**src/rtl/alu_arbiter.sv**
```systemverilog
// Two-requester front end for a single shared combinational ALU.
// Round-robin arbitration, registered operands, four-phase done handshake.
module alu_arbiter #(
    parameter int unsigned SETTLE_CYCLES = 1
) (
    input  logic       clock,
    input  logic       reset,
    input  logic       req0,
    input  logic [3:0] a0,
    input  logic [3:0] b0,
    input  logic [2:0] key0,
    input  logic       req1,
    input  logic [3:0] a1,
    input  logic [3:0] b1,
    input  logic [2:0] key1,
    output logic [3:0] alu_A,
    output logic [3:0] alu_B,
    output logic [2:0] alu_key,
    input  logic [7:0] alu_result,
    output logic [7:0] result,
    output logic       done0,
    output logic       done1,
    output logic       busy,
    output logic       grant,
    output logic [1:0] state_dbg
);

    typedef enum logic [1:0] {
        IDLE  = 2'd0,
        ISSUE = 2'd1,
        DONE  = 2'd2
    } state_t;

    localparam logic [1:0] LAST_CNT = 2'(SETTLE_CYCLES - 1);

    state_t     state_q, state_d;
    logic [1:0] cnt_q, cnt_d;
    logic [3:0] op_a_q, op_a_d;
    logic [3:0] op_b_q, op_b_d;
    logic [2:0] op_key_q, op_key_d;
    logic [7:0] result_q, result_d;
    logic       grant_q, grant_d;
    logic       last_grant_q, last_grant_d;
    logic       pick;
    logic       req_granted;

    always_ff @(posedge clock or posedge reset) begin
        if (reset) begin
            state_q      <= IDLE;
            cnt_q        <= 2'd0;
            op_a_q       <= 4'h0;
            op_b_q       <= 4'h0;
            op_key_q     <= 3'b111;
            result_q     <= 8'h00;
            grant_q      <= 1'b0;
            last_grant_q <= 1'b1;
        end else begin
            state_q      <= state_d;
            cnt_q        <= cnt_d;
            op_a_q       <= op_a_d;
            op_b_q       <= op_b_d;
            op_key_q     <= op_key_d;
            result_q     <= result_d;
            grant_q      <= grant_d;
            last_grant_q <= last_grant_d;
        end
    end

    // On a tie, the requester that was not served last wins.
    assign pick        = (req0 && req1) ? ~last_grant_q : req1;
    assign req_granted = grant_q ? req1 : req0;

    always_comb begin
        state_d      = state_q;
        cnt_d        = cnt_q;
        op_a_d       = op_a_q;
        op_b_d       = op_b_q;
        op_key_d     = op_key_q;
        result_d     = result_q;
        grant_d      = grant_q;
        last_grant_d = last_grant_q;
        case (state_q)
            IDLE: begin
                if (req0 || req1) begin
                    grant_d      = pick;
                    last_grant_d = pick;
                    op_a_d       = pick ? a1 : a0;
                    op_b_d       = pick ? b1 : b0;
                    op_key_d     = pick ? key1 : key0;
                    cnt_d        = 2'd0;
                    state_d      = ISSUE;
                end
            end
            ISSUE: begin
                if (cnt_q == LAST_CNT) begin
                    result_d = alu_result;
                    state_d  = DONE;
                end else begin
                    cnt_d = cnt_q + 2'd1;
                end
            end
            DONE: begin
                if (!req_granted) begin
                    state_d = IDLE;
                end
            end
            default: state_d = IDLE;
        endcase
    end

    // The ALU sees only the operand registers; in IDLE it is parked at a zero result.
    always_comb begin
        alu_A   = 4'h0;
        alu_B   = 4'h0;
        alu_key = 3'b111;
        if (state_q != IDLE) begin
            alu_A   = op_a_q;
            alu_B   = op_b_q;
            alu_key = op_key_q;
        end
    end

    assign result    = result_q;
    assign busy      = (state_q != IDLE);
    assign done0     = (state_q == DONE) && !grant_q;
    assign done1     = (state_q == DONE) && grant_q;
    assign grant     = grant_q;
    assign state_dbg = state_q;

endmodule

```
**config.mk**
```make
export PLATFORM = sky130hd
export DESIGN_NAME = alu_arbiter
export DESIGN_NICKNAME = d
export VERILOG_FILES = /design/src/rtl/alu_arbiter.sv
export SDC_FILE = /design/constraint.sdc
export NUM_CORES = 1
export LEC_CHECK = 0
export ABC_CLOCK_PERIOD_IN_PS = 4400
export BUFFER_PORTS_ARGS = -buffer_cell sky130_fd_sc_hd__buf_4
export CAP_MARGIN = 20
export CORE_ASPECT_RATIO = 0.8
export CORE_MARGIN = 2
export CORE_UTILIZATION = 49
export DETAILED_ROUTE_END_ITERATION = 16
export MAX_ROUTING_LAYER = met4
export PLACE_DENSITY = 0.92
export SLEW_MARGIN = 20
export SYNTH_ARGS = -nofsm -noshare
export SYNTH_HDL_FRONTEND = slang
export SYNTH_SLANG_ARGS = --single-unit
```
**constraint.sdc**
```tcl
create_clock -name clock -period 4.4 [get_ports clock]
set_clock_uncertainty 0.15 [all_clocks]
set_input_delay 0.66 -clock clock [delete_from_list [all_inputs] [get_ports clock]]
set_output_delay 0.66 -clock clock [all_outputs]
set_load 0.02 [all_outputs]
```
== After elaboration in Yosys (flattened, before gate mapping) ==
Cells that the tools add are included.

* Bits in registers: 25
* Output and inout port bits: 25
* Logic and storage cells: 44

* Add/sub/neg operators: 1
* Equal/unequal tests: 6
* Mux-type cells: 15
* Bitwise gates (word level): 1
* Reductions and logical operators: 13

{| class="wikitable"
|+ Operators by type and width
! operator !! count
|-
| 4-bit two-way mux || 4
|-
| 2-bit two-way mux || 5
|-
| 2-bit inequality test, second input constant || 4
|-
| 3-bit two-way mux || 2
|-
| 2-bit case mux with 3 select lines || 1
|-
| 3-bit AND reduction || 2
|-
| 2-bit zero test || 2
|-
| 2-bit case mux with 2 select lines || 1
|-
| 2-bit AND reduction || 2
|-
| 2-bit nonzero test || 2
|-
| 1-bit logical AND || 3
|-
| 2-bit by 1-bit adder with 2-bit output, second input constant || 1
|-
| 2-bit by 1-bit == test with 1-bit output, second input constant || 1
|-
| 2-bit == test, second input constant || 1
|-
| 1-bit two-way mux || 2
|-
| 1-bit zero test || 1
|-
| 1-bit logical OR || 1
|-
| 1-bit NOT || 1
|}

== Longest topological paths before layout ==
* Depth after elaboration: 3
* Gate-level depth with buffers: 6
* Gate-level depth less buffers: 5

== Least setup slack after synthesis ==
Ideal clock, no wire load.

* Path type: reg-to-output
* Start: reg state_q[0] (netlist: state_dbg[0])
* End: out alu_A[0]
* Arrival: 1.371 ns
* Required time: 3.590 ns
* Setup slack: 2.219 ns
* Stages on the path, launching flop included: 5
* Path buffers: 2
* Cell sequence: dfrtp_1 > or2_1 > buf_2 > clkbuf_1 > and2_1

* Cells in the longest elaborated chain, start to end: 2

{| class="wikitable"
|+ Ends and longest elaborated chain
! what !! RTL line !! source
|-
| start, declared || 36 || <nowiki>state_t state_q, state_d;</nowiki>
|-
| start signal, assigned || 58 || <nowiki>state_q <= state_d;</nowiki>
|-
| 2-bit nonzero test || - ||
|-
| net busy || 23 || <nowiki>output logic busy,</nowiki>
|-
| 4-bit two-way mux || 116 || <nowiki>if (state_q != IDLE) begin</nowiki>
|-
| end, declared || 16 || <nowiki>output logic [3:0] alu_A,</nowiki>
|}

The timed path passes the listed nets, and every way through them passes these cells.

== Final worst setup path ==
* Start: reg state_q[1] (netlist: state_dbg[1])
* End: out alu_B[3]

* Cells in the longest elaborated chain, start to end: 2

{| class="wikitable"
|+ Ends and longest elaborated chain
! what !! RTL line !! source
|-
| 2-bit nonzero test || 116 ||
|-
| 4-bit two-way mux || 116 ||
|-
| end, declared || 17 || <nowiki>output logic [3:0] alu_B,</nowiki>
|}

No other way between the ends.

==> impl_results.md <==
* Status: finished clean
* Global-route wire length before repair at 4215 um
* Max cap viols at 0
* Row cnt at 16
* Crit end category: output port
* Slew Viols, Final at 0
* DRC Markers at 0
* Worst Path Required at 3590 ps
* Worst vdd ir at 0.4145 mV
* Final Hold Viols at 0
* Post-DRT Antenna Nets at 0
* Die H at 49.09 um
* TritonCTS Sinks at 25
* Final wirelength at 2480 um
* Core area at 2422 um^2
* Total gr overflow at 0
* Worst-path fanout max at 16
* Worst Hold Class: reg -> reg
* Total track usage at 0.1992
* Final worst path period share at 0.5386
* Cell variety after synth at 20
* Nets at 186
* Post-CTS Setup Bufs at 0
* Relative slew margins at 0.4098
* Cell count after synthesis at 93
* DR vias/cell at 4.855
* Seq/Total Area, Yosys at 0.5065
* Startpoint Class: register
* CP max stage cell: dfrtp_1
* Reg2reg setup slack at 2270 ps
* Final setup vio count at 0
* Critical Path AT at 1560 ps
* Worst hold endpoint: cnt_q[0]
* RSZ-0062 raised after global routing: false
* H-tree depth at 1
* Worst-margin pin slew at 884.4 ps
* Leakage power at 0.8323 nW
* Synthesized cell area at 1245 um^2
* Worst path cell trace: or2_1, and2_1, buf_4
* Worst-skew pair later-pin latency at 300 ps
* R2R Path End: op_a_q[3]
* Starting Density at 0.5139
* Clk pin slew, worst setup/hold paths at 120 ps
* Hold buffers post-CTS at 0
* Worst slack, placed at 2249 ps
* Pin count of the biggest net entering global routing at 26
* IO Pins at 59
* CTS Buf Count at 3
* Total number of vias at 903
* Max stage delay on crit path at 440 ps
* Post-Syn Area per Cell at 13.39 um^2
* Pwr dens at 729.5 nW/um^2
* Area grow syn2layout at 37.79%
* Gates resized, CTS repair at 0
* Setup TNS at 0 ps
* Setup slack after layout at 2030 ps
* Die Wd at 60.36 um
* TritonRoute pass-1 iters at 2
* Kind of critical path: reg -> out
* Port Buffers at 58
* Hold depth at 1
* Vias in the first global route at 946
* FF-to-FF path depth at 3
* Seq cells post-synth at 25
* Yosys warns at 0
* DR WL/cell at 13.33 um
* Die area at 2963 um^2
* CTS tree: done
* Gpl congestion at 0.6607
* Clock Tree Buf Depth at 2
* Min-delay src: cnt_q[0]
* Post-Syn Nets at 128
* 1st-iter DRT viols at 5
* Layout cells sized above 1 at 0.6467
* Initial antenna violation count at 0
* HPWL after detailed placement at 1959 um
* Worst r2r src: state_dbg[1]
* Diode count at 0
* Maximum operating frequency at 421.9 MHz
* Root Buffer: clkbuf_4
* Crit path time final at 2370 ps
sequential cells by signal, summed over array words and instances (netlist names):
| register | cells |
|---|---|
| op_b_q | 4 |
| op_key_q | 3 |
| last_grant_q | 1 |
| state_dbg | 2 |
| cnt_q | 2 |
| op_a_q | 4 |
| grant | 1 |
| result | 8 |
worst max-delay path by stage:
stage / end / depth (start not counted) / start
after floorplan: alu_A[0] / 4 / state_dbg[0]
after global placement: op_a_q[3] / 4 / req0
after detailed placement: op_a_q[3] / 4 / req0
after CTS: alu_B[3] / 3 / state_dbg[0]
after global routing: alu_B[3] / 3 / state_dbg[0]
final: alu_B[3] / 3 / state_dbg[1]
metrics by stage:
stage | cell area [um^2] | cells | hold WS, ps | total power, mW | util
finish | 1715 | 186 | 336.6 | 1.251 | 0.7082
global route | 1715 | 186 | 366.2 | 1.341 | 0.7082
CTS | 1715 | 186 | 338.1 | 1.267 | 0.7082
detailed placement | 1689 | 182 | 321.7 | 1.170 | 0.6973
global placement | 1689 | 182 | 311.0 | 1.139 | 0.6973
floorplan | 1245 | 93 | 300.6 | 0.8973 | -
layout by cell type (no fill, tap or decap), drive strengths merged, types with 2 or more instances in the layout:
| cell | n |
|---|---|
| inv | 5 |
| mux2 | 30 |
| and2 | 8 |
| o21ai | 2 |
| buf | 58 |
| dfrtp | 21 |
| or2 | 2 |
| mux2i | 2 |
| dfstp | 4 |
| o2bb2ai | 2 |
| nor2 | 3 |
| nand2b | 4 |
| clkbuf | 4 |
routing by layer:
metal / vias up / routed length (um) / track usage
met2: 46 / 1175 / 0.3279
met1: 419 / 1021 / 0.2336
met5: - / 0 / -
met3: 9 / 244 / 0.06101
li1: 429 / - / -
met4: 0 / 39 / 0.05556
cells by family (layout without fill, tap and decap cells):
logic type | count (synthesis) | count (layout) | synth area share
AOI/OAI and AO/OA | 6 | 6 | 0.03518
and+or+nand+nor | 19 | 19 | 0.09246
adders and majority gates | 1 | 1 | 0.01005
DFF | 25 | 25 | 0.5065
buffers and inverters | 10 | 67 | 0.04422
muxes | 32 | 32 | 0.3116
layout make-up:
type	count	area, um^2
inverter	5	18.77
multi-input combinational	58	559.3
tap	36	45.04
sequential	25	630.6
fill	177	706.9
clock buffer	4	26.28
timing repair buffer	58	435.4
power breakdown:
group,total (mW),switching (mW),internal (mW),leakage [nW]
registers,0.426,0.0690,0.357,0.294
clock network,0.0950,0.0596,0.0354,0.0150
logic,0.731,0.352,0.379,0.524
critical path, delay by kind of cell (launching register included):
kind,cells,cell delay [ps]
buffers and inverters,1,150
and+or+nand+nor,2,660
DFF,1,440
cells in the mapped netlist:
cell type	instances	area [um^2]
nor2_1	3	11.26
ha_1	1	12.51
o21ai_0	2	10.01
clkbuf_1	1	3.750
inv_1	5	18.77
or3b_2	1	8.760
dfrtp_1	21	525.5
a21bo_2	1	10.01
nand2b_1	4	25.02
dfstp_2	4	105.1
mux2i_1	2	20.02
or2_1	2	12.51
o2bb2ai_1	2	17.52
nand3b_1	1	7.510
and2_1	8	50.05
buf_6	2	22.52
o22ai_1	1	6.260
mux2_4	8	120.1
buf_2	2	10.01
mux2_2	22	247.7
No activity file was read; power rests on OpenSTA's default activity.
